## src/rtl/bank_burst_scheduler.sv

```systemverilog
// bank_burst_scheduler: round-robin arbiter that runs one whole BL-beat
// read or write burst at a time into a flattened per-bank DRAM chip model
// and returns read beats tagged with the owning requester.
module bank_burst_scheduler #(
    parameter int BGWIDTH      = 2,
    parameter int BAWIDTH      = 2,
    parameter int ADDRWIDTH    = 17,
    parameter int COLWIDTH     = 10,
    parameter int DEVICE_WIDTH = 4,
    parameter int BL           = 8,
    parameter int NREQ         = 4,
    parameter int RDLAT        = 1,
    localparam int BKW         = BGWIDTH + BAWIDTH,
    localparam int BANKS       = 2 ** BKW,
    localparam int IDW         = $clog2(NREQ),
    localparam int BLW         = $clog2(BL),
    localparam int DW          = DEVICE_WIDTH
) (
    input  logic                           clk,
    input  logic                           rst,
    input  logic [NREQ-1:0]                req_valid,
    output logic [NREQ-1:0]                req_ready,
    input  logic [NREQ-1:0]                req_wr,
    input  logic [NREQ*BGWIDTH-1:0]        req_bg,
    input  logic [NREQ*BAWIDTH-1:0]        req_ba,
    input  logic [NREQ*ADDRWIDTH-1:0]      req_row,
    input  logic [NREQ*COLWIDTH-1:0]       req_col,
    input  logic [NREQ*BL*DW-1:0]          req_wdata,
    output logic [BANKS-1:0]               chip_rd_o_wr,
    output logic [BANKS*DW-1:0]            chip_dqin,
    output logic [BANKS*ADDRWIDTH-1:0]     chip_row,
    output logic [BANKS*COLWIDTH-1:0]      chip_column,
    input  logic [BANKS*DW-1:0]            chip_dqout,
    output logic                           rd_valid,
    output logic [DW-1:0]                  rd_data,
    output logic [IDW-1:0]                 rd_id,
    output logic                           rd_last,
    output logic                           busy
);

    typedef enum logic [1:0] {IDLE, BURST, DRAIN} state_t;

    state_t                state;
    logic [IDW-1:0]        ptr;
    logic [BLW-1:0]        beat;

    // captured request for the burst in flight
    logic                  cap_wr;
    logic [IDW-1:0]        cap_id;
    logic [BKW-1:0]        cap_bank;
    logic [ADDRWIDTH-1:0]  cap_row;
    logic [COLWIDTH-1:0]   cap_col;
    logic [BL*DW-1:0]      cap_wdata;

    // arbitration
    logic                  gnt_v;
    logic [IDW-1:0]        gnt_idx;
    logic [IDW-1:0]        cand;

    // beat to be placed on the chip buses at the next edge
    logic                  drv;
    logic                  d_wr;
    logic [BKW-1:0]        d_bank;
    logic [ADDRWIDTH-1:0]  d_row;
    logic [COLWIDTH-1:0]   d_col;
    logic [BL*DW-1:0]      d_wdata;
    logic [BLW-1:0]        d_beat;

    logic [BANKS-1:0]           n_rd_o_wr;
    logic [BANKS*DW-1:0]        n_dqin;
    logic [BANKS*ADDRWIDTH-1:0] n_row;
    logic [BANKS*COLWIDTH-1:0]  n_col;

    // read-return tracking: a read beat is on the chip buses this cycle
    logic                  issue_rd;
    logic                  issue_last;
    logic [RDLAT-1:0]      pipe_v;
    logic [RDLAT-1:0]      pipe_last;

    // Rotating priority search starting just after the last winner.
    always_comb begin
        gnt_v   = 1'b0;
        gnt_idx = '0;
        cand    = '0;
        for (int i = 1; i <= NREQ; i++) begin
            cand = IDW'((int'(ptr) + i) % NREQ);
            if (!gnt_v && req_valid[cand]) begin
                gnt_v   = 1'b1;
                gnt_idx = cand;
            end
        end
    end

    // Accept pulse only in IDLE; held off during reset so nothing is lost.
    assign req_ready = (state == IDLE && gnt_v && !rst) ? (NREQ'(1) << gnt_idx) : '0;
    assign busy      = (state != IDLE);

    // Select what the next edge should drive: beat 0 of a new grant or the
    // following beat of the current burst; otherwise the buses go quiet.
    always_comb begin
        drv     = 1'b0;
        d_wr    = 1'b0;
        d_bank  = '0;
        d_row   = '0;
        d_col   = '0;
        d_wdata = '0;
        d_beat  = '0;
        if (state == IDLE && gnt_v) begin
            drv     = 1'b1;
            d_wr    = req_wr[gnt_idx];
            d_bank  = {req_bg[gnt_idx*BGWIDTH +: BGWIDTH], req_ba[gnt_idx*BAWIDTH +: BAWIDTH]};
            d_row   = req_row[gnt_idx*ADDRWIDTH +: ADDRWIDTH];
            d_col   = req_col[gnt_idx*COLWIDTH +: COLWIDTH];
            d_wdata = req_wdata[gnt_idx*BL*DW +: BL*DW];
            d_beat  = '0;
        end else if (state == BURST && beat != BLW'(BL-1)) begin
            drv     = 1'b1;
            d_wr    = cap_wr;
            d_bank  = cap_bank;
            d_row   = cap_row;
            d_col   = cap_col;
            d_wdata = cap_wdata;
            d_beat  = beat + BLW'(1);
        end
    end

    // Place the selected beat into its bank slice; every other slice stays 0.
    // Column low bits wrap inside the BL-aligned block.
    always_comb begin
        n_rd_o_wr = '0;
        n_dqin    = '0;
        n_row     = '0;
        n_col     = '0;
        if (drv) begin
            n_rd_o_wr[d_bank]                    = d_wr;
            n_dqin[d_bank*DW +: DW]              = d_wr ? d_wdata[d_beat*DW +: DW] : '0;
            n_row[d_bank*ADDRWIDTH +: ADDRWIDTH] = d_row;
            n_col[d_bank*COLWIDTH +: COLWIDTH]   = {d_col[COLWIDTH-1:BLW], d_col[BLW-1:0] + d_beat};
        end
    end

    // FSM, registered chip buses and the read-return pipeline.
    always_ff @(posedge clk) begin
        if (rst) begin
            state        <= IDLE;
            ptr          <= IDW'(NREQ-1);
            beat         <= '0;
            cap_wr       <= 1'b0;
            cap_id       <= '0;
            cap_bank     <= '0;
            cap_row      <= '0;
            cap_col      <= '0;
            cap_wdata    <= '0;
            chip_rd_o_wr <= '0;
            chip_dqin    <= '0;
            chip_row     <= '0;
            chip_column  <= '0;
            issue_rd     <= 1'b0;
            issue_last   <= 1'b0;
            pipe_v       <= '0;
            pipe_last    <= '0;
            rd_valid     <= 1'b0;
            rd_data      <= '0;
            rd_id        <= '0;
            rd_last      <= 1'b0;
        end else begin
            chip_rd_o_wr <= n_rd_o_wr;
            chip_dqin    <= n_dqin;
            chip_row     <= n_row;
            chip_column  <= n_col;
            issue_rd     <= drv && !d_wr;
            issue_last   <= drv && (d_beat == BLW'(BL-1));

            // chip_dqout for a beat is valid RDLAT cycles after it was driven
            pipe_v[0]    <= issue_rd;
            pipe_last[0] <= issue_last;
            for (int k = 1; k < RDLAT; k++) begin
                pipe_v[k]    <= pipe_v[k-1];
                pipe_last[k] <= pipe_last[k-1];
            end

            rd_valid <= pipe_v[RDLAT-1];
            rd_last  <= pipe_v[RDLAT-1] && pipe_last[RDLAT-1];
            rd_data  <= pipe_v[RDLAT-1] ? chip_dqout[cap_bank*DW +: DW] : '0;
            rd_id    <= pipe_v[RDLAT-1] ? cap_id : '0;

            case (state)
                IDLE: begin
                    if (gnt_v) begin
                        cap_wr    <= d_wr;
                        cap_id    <= gnt_idx;
                        cap_bank  <= d_bank;
                        cap_row   <= d_row;
                        cap_col   <= d_col;
                        cap_wdata <= d_wdata;
                        ptr       <= gnt_idx;
                        beat      <= '0;
                        state     <= BURST;
                    end
                end
                BURST: begin
                    if (beat == BLW'(BL-1)) begin
                        beat  <= '0;
                        state <= cap_wr ? IDLE : DRAIN;
                    end else begin
                        beat <= beat + BLW'(1);
                    end
                end
                DRAIN: begin
                    // leave one cycle after the last read beat is presented
                    if (rd_valid && rd_last) state <= IDLE;
                end
                default: state <= IDLE;
            endcase
        end
    end

endmodule

```

## config.mk

```make
export PLATFORM = sky130hd
export DESIGN_NAME = bank_burst_scheduler
export DESIGN_NICKNAME = d
export VERILOG_FILES = /design/src/rtl/bank_burst_scheduler.sv
export SDC_FILE = /design/constraint.sdc
export NUM_CORES = 1
export LEC_CHECK = 0
export BUFFER_PORTS_ARGS = -buffer_cell sky130_fd_sc_hd__buf_4
export CAP_MARGIN = 20
export CORE_AREA = 2 2 327 329
export CTS_BUF_LIST = sky130_fd_sc_hd__clkbuf_8
export DETAILED_ROUTE_END_ITERATION = 10
export DIE_AREA = 0 0 329 331
export GPL_TIMING_DRIVEN = 0
export PLACE_DENSITY = 0.42
export SKIP_LAST_GASP = 1
export SYNTH_ARGS = -nofsm -noshare
export SYNTH_HDL_FRONTEND = slang
export SYNTH_SLANG_ARGS = --single-unit
```

## constraint.sdc

```tcl
create_clock -name clk -period 7 [get_ports clk]
set_input_delay 1.4 -clock clk [delete_from_list [all_inputs] [get_ports clk]]
set_output_delay 1.4 -clock clk [all_outputs]
set_load 0.1 [all_outputs]
```

==> metrics.json <==
{
  "pwr": {
    "clkPwrFrac_pct": 32.9,
    "ir_drop_mv": 0.153,
    "pwr-share-seq_pct": 33.2,
    "power_density_mw_per_mm2": 334,
    "p_sw_mw": 4.41,
    "power.internal_mw": 6.37,
    "share_comb_of_total_power_pct": 34.0,
    "switching_share_pct": 40.9,
    "leakage_nw": 13.8,
    "design_power_total_mw": 10.8
  },
  "place": {
    "numPlacedInstances": 4666,
    "place.detailed.hpwl_um": 95800,
    "finalWeightedCongestion": 0.921,
    "placement.io_buffers": 847,
    "dpl_ws_ns": -1.87
  },
  "synth": {
    "synth_top_area_share_pct": 55.4,
    "count_of_flip_flops_with_a_built_in_enable_after_synthesis": 0,
    "synth-warning-count": 0,
    "syn_nets": 2756,
    "netlist_top_cells_area": "sky130_fd_sc_hd__dfxtp_1 55%, sky130_fd_sc_hd__nor2_1 6.6%, sky130_fd_sc_hd__nand2_1 6.2%, sky130_fd_sc_hd__nand3_1 3.7%, sky130_fd_sc_hd__nor3_1 3.6%",
    "synth_seq_area_share_pct": 55.4,
    "mapped_area_mm2": 0.0216,
    "synth_ff_type": "sky130_fd_sc_hd__dfxtp_1",
    "synth-seq-cells": 597,
    "syn_avg_cell_area_um2": 8.93,
    "yosysTopAreaCell": "sky130_fd_sc_hd__dfxtp_1",
    "ys_types": 92,
    "synth_cells": 2414,
    "postSynth.asyncResetShare_pct": 0
  },
  "flow_run": {
    "max_cap_violations": 0
  },
  "floorplan": {
    "initial_core_util_pct": 20.5,
    "floorplan.io_pins": 851,
    "die_area_mm2": 0.109,
    "placementRows": 119,
    "die-width_um": 329,
    "die-height_um": 331,
    "design.core.area_mm2": 0.105
  },
  "timing": {
    "tightestPinTransition_ns": 1.21,
    "max-slew-margin-rel_pct": 18.6,
    "clock.fmax_mhz": 146,
    "post-route-min-period_ns": 6.85,
    "setup_total_negative_slack_ns": 0,
    "post-route-worst-setup-slack_ns": 0.152,
    "final-hold-violation-count": 0,
    "finalSetupViolations": 0,
    "skew_ns": 0.0673,
    "finalMaxSlewViolations": 0,
    "grt_setup_unrepaired": "yes",
    "final.period_utilization_pct": 97.8
  },
  "cells_and_area": {
    "layout.cells.most_common": "sky130_fd_sc_hd__buf_4",
    "leading_cell_types_in_the_layout_fill_and_taps_excluded": "859 x sky130_fd_sc_hd__buf_4, 597 x sky130_fd_sc_hd__dfxtp_1, 378 x sky130_fd_sc_hd__nor2_1",
    "finish.net_count": 3727,
    "syn_to_final_growth_pct": 49.7,
    "stdcell_count": 4867,
    "layout-drive-gt1-share_pct": 33.1
  },
  "clocking": {
    "clock-root-buffer": "sky130_fd_sc_hd__clkbuf_8",
    "h-tree-depth": 3,
    "cts.hold.buffers_added": 0,
    "cts_made_buffers": 106,
    "skew_pair_late_insertion_delay_ns": 0.77,
    "clock_tree_from_tritoncts": "done",
    "clock_tree.buffer_depth": 3,
    "clkSinkCount": 597,
    "clkSlewWorstSetupHoldPaths_ns": 0.06
  },
  "critical_path": {
    "critical_path.endpoint_type": "register",
    "timing.critical_path.fanout_max": 11,
    "setup.worst_path.start": "req_valid[1]",
    "rr_startpoint": "ptr[0]",
    "worst-setup-path-type": "input port to register",
    "r2r_setup_slack_ns": 0.57,
    "required_time_worst_endpoint_ns": 7.56,
    "setup.worst_path.start_class": "input port",
    "crit_arrival_ns": 7.41
  },
  "routing": {
    "via_count": 21800,
    "route.antenna.remaining_nets": 0,
    "firstDrtPassIters": 6,
    "post-route-drc-count": 0,
    "postRouteWirelength_um": 120000,
    "post_drt_via_cell_ratio": 4.49,
    "drtIter0Drc": 1557,
    "post_drt_wl_per_cell_um": 24.6
  },
  "hold_path": {
    "holdCritPathClass": "register to register",
    "worst_hold_startpoint": "pipe_last"
  },
  "global_routing": {
    "global_route.overflow_total": 0,
    "grt_antenna_before_repair": 4,
    "first_global_vias": 21400,
    "track_usage_pct": 21.0,
    "grt_max_degree": 20,
    "grt_pass1_wl_um": 164000
  },
  "outcome": {
    "status": "complete, no violations"
  }
}
## timing repair
item / in CTS / in global routing
setup endpoints to repair: 145 / 136
resized for setup: 19 / 20
setup buffers: 0 / 3
## cell type report
class | instances | area (um^2)
Clock buffer | 131 | 1800
Inverter | 28 | 105
Buffer | 174 | 729
Tap cell | 1391 | 1740
Antenna cell | 5 | 12.5
Timing Repair Buffer | 865 | 6480
Multi-Input combinational cell | 1613 | 8920
Sequential cell | 597 | 12000
Clock inverter | 63 | 532
Fill cell | 11500 | 72700
## synth_stat cells, drive strengths merged (20+ instances only)
| library cell | number |
|---|---|
| a221oi | 25 |
| clkbuf | 131 |
| nand3 | 160 |
| buf | 45 |
| and2 | 33 |
| nor3 | 155 |
| mux4 | 20 |
| nor4 | 27 |
| nor2 | 381 |
| inv | 25 |
| dfxtp | 597 |
| nand4 | 29 |
| o21ai | 24 |
| a211oi | 29 |
| nand2 | 355 |
| a21oi | 108 |
## cells by family (layout without fill, tap and decap cells)
group	after synthesis	count (layout)	share of synthesized area [%]
buffers and inverters	204	1261	3.82
adder cells (fa/ha/maj)	16	16	0.998
AND/OR/NAND/NOR	1226	1226	25.6
multiplexers	34	34	2.75
other	0	5	0
flip-flops	597	597	55.4
XOR/XNOR	6	6	0.244
AO/OA/AOI/OAI	331	331	11.2
## metrics by stage
step                      util, %  area [um^2]  hold WS (ns)
after floorplan                 -        21600         0.406
after global placement       28.3        29700         0.434
after detailed placement     28.4        29800         0.412
after CTS                    30.7        32200         0.425
after global routing         30.7        32300         0.447
final                        30.7        32300         0.425
## registers in the layout, summed over array words and instances, names as in the netlist, 2 cells and up
register / cells
beat: 3
rd_data: 4
cap_id: 2
chip_row: 272
ptr: 2
chip_rd_o_wr: 16
chip_dqin: 64
state: 2
cap_bank: 4
chip_column: 160
cap_row: 17
cap_wdata: 32
rd_id: 2
cap_col: 10
## routing by layer
layer | up-vias | global-route usage [%] | part of all wire (%)
met5 | - | 0 | 0
met4 | 0 | 4.99 | 2.0
met3 | 142 | 4.02 | 5.8
met2 | 812 | 36.3 | 49
met1 | 10600 | 27.0 | 43
li1 | 10300 | - | -
## power by group through the flow
stage	Combinational [mW]	Sequential, mW	Clock (mW)
global route	3.88	3.58	3.79
CTS	3.61	3.57	3.64
detailed placement	3.57	3.65	0
floorplan	1.66	4.11	0
global placement	3.54	3.65	0
finish	3.66	3.57	3.54
## path summary, 6_finish.rpt
path	depth (start not counted)	to
max	17	chip_column[8]
min	1	rd_last
max reg2reg	15	chip_column[8]
min reg2reg	1	rd_last
## worst max-delay path, stage by stage
cell and delay (ns):
sky130_fd_sc_hd__buf_4 0.12, sky130_fd_sc_hd__buf_4 0.17, sky130_fd_sc_hd__o21a_1 0.19, sky130_fd_sc_hd__buf_2 0.18
sky130_fd_sc_hd__nor3_4 0.45, sky130_fd_sc_hd__o21ai_4 0.16, sky130_fd_sc_hd__a21oi_4 0.37, sky130_fd_sc_hd__clkbuf_2 0.38
sky130_fd_sc_hd__ha_1 0.20, sky130_fd_sc_hd__clkbuf_1 0.52, sky130_fd_sc_hd__clkinv_1 0.49, sky130_fd_sc_hd__nor3_1 0.42
sky130_fd_sc_hd__xnor2_1 0.46, sky130_fd_sc_hd__nand2_1 0.41, sky130_fd_sc_hd__a2111oi_4 0.77, sky130_fd_sc_hd__nand3_1 0.18
sky130_fd_sc_hd__a221oi_1 0.50
Note: power is estimated with default switching activity, not from simulation.
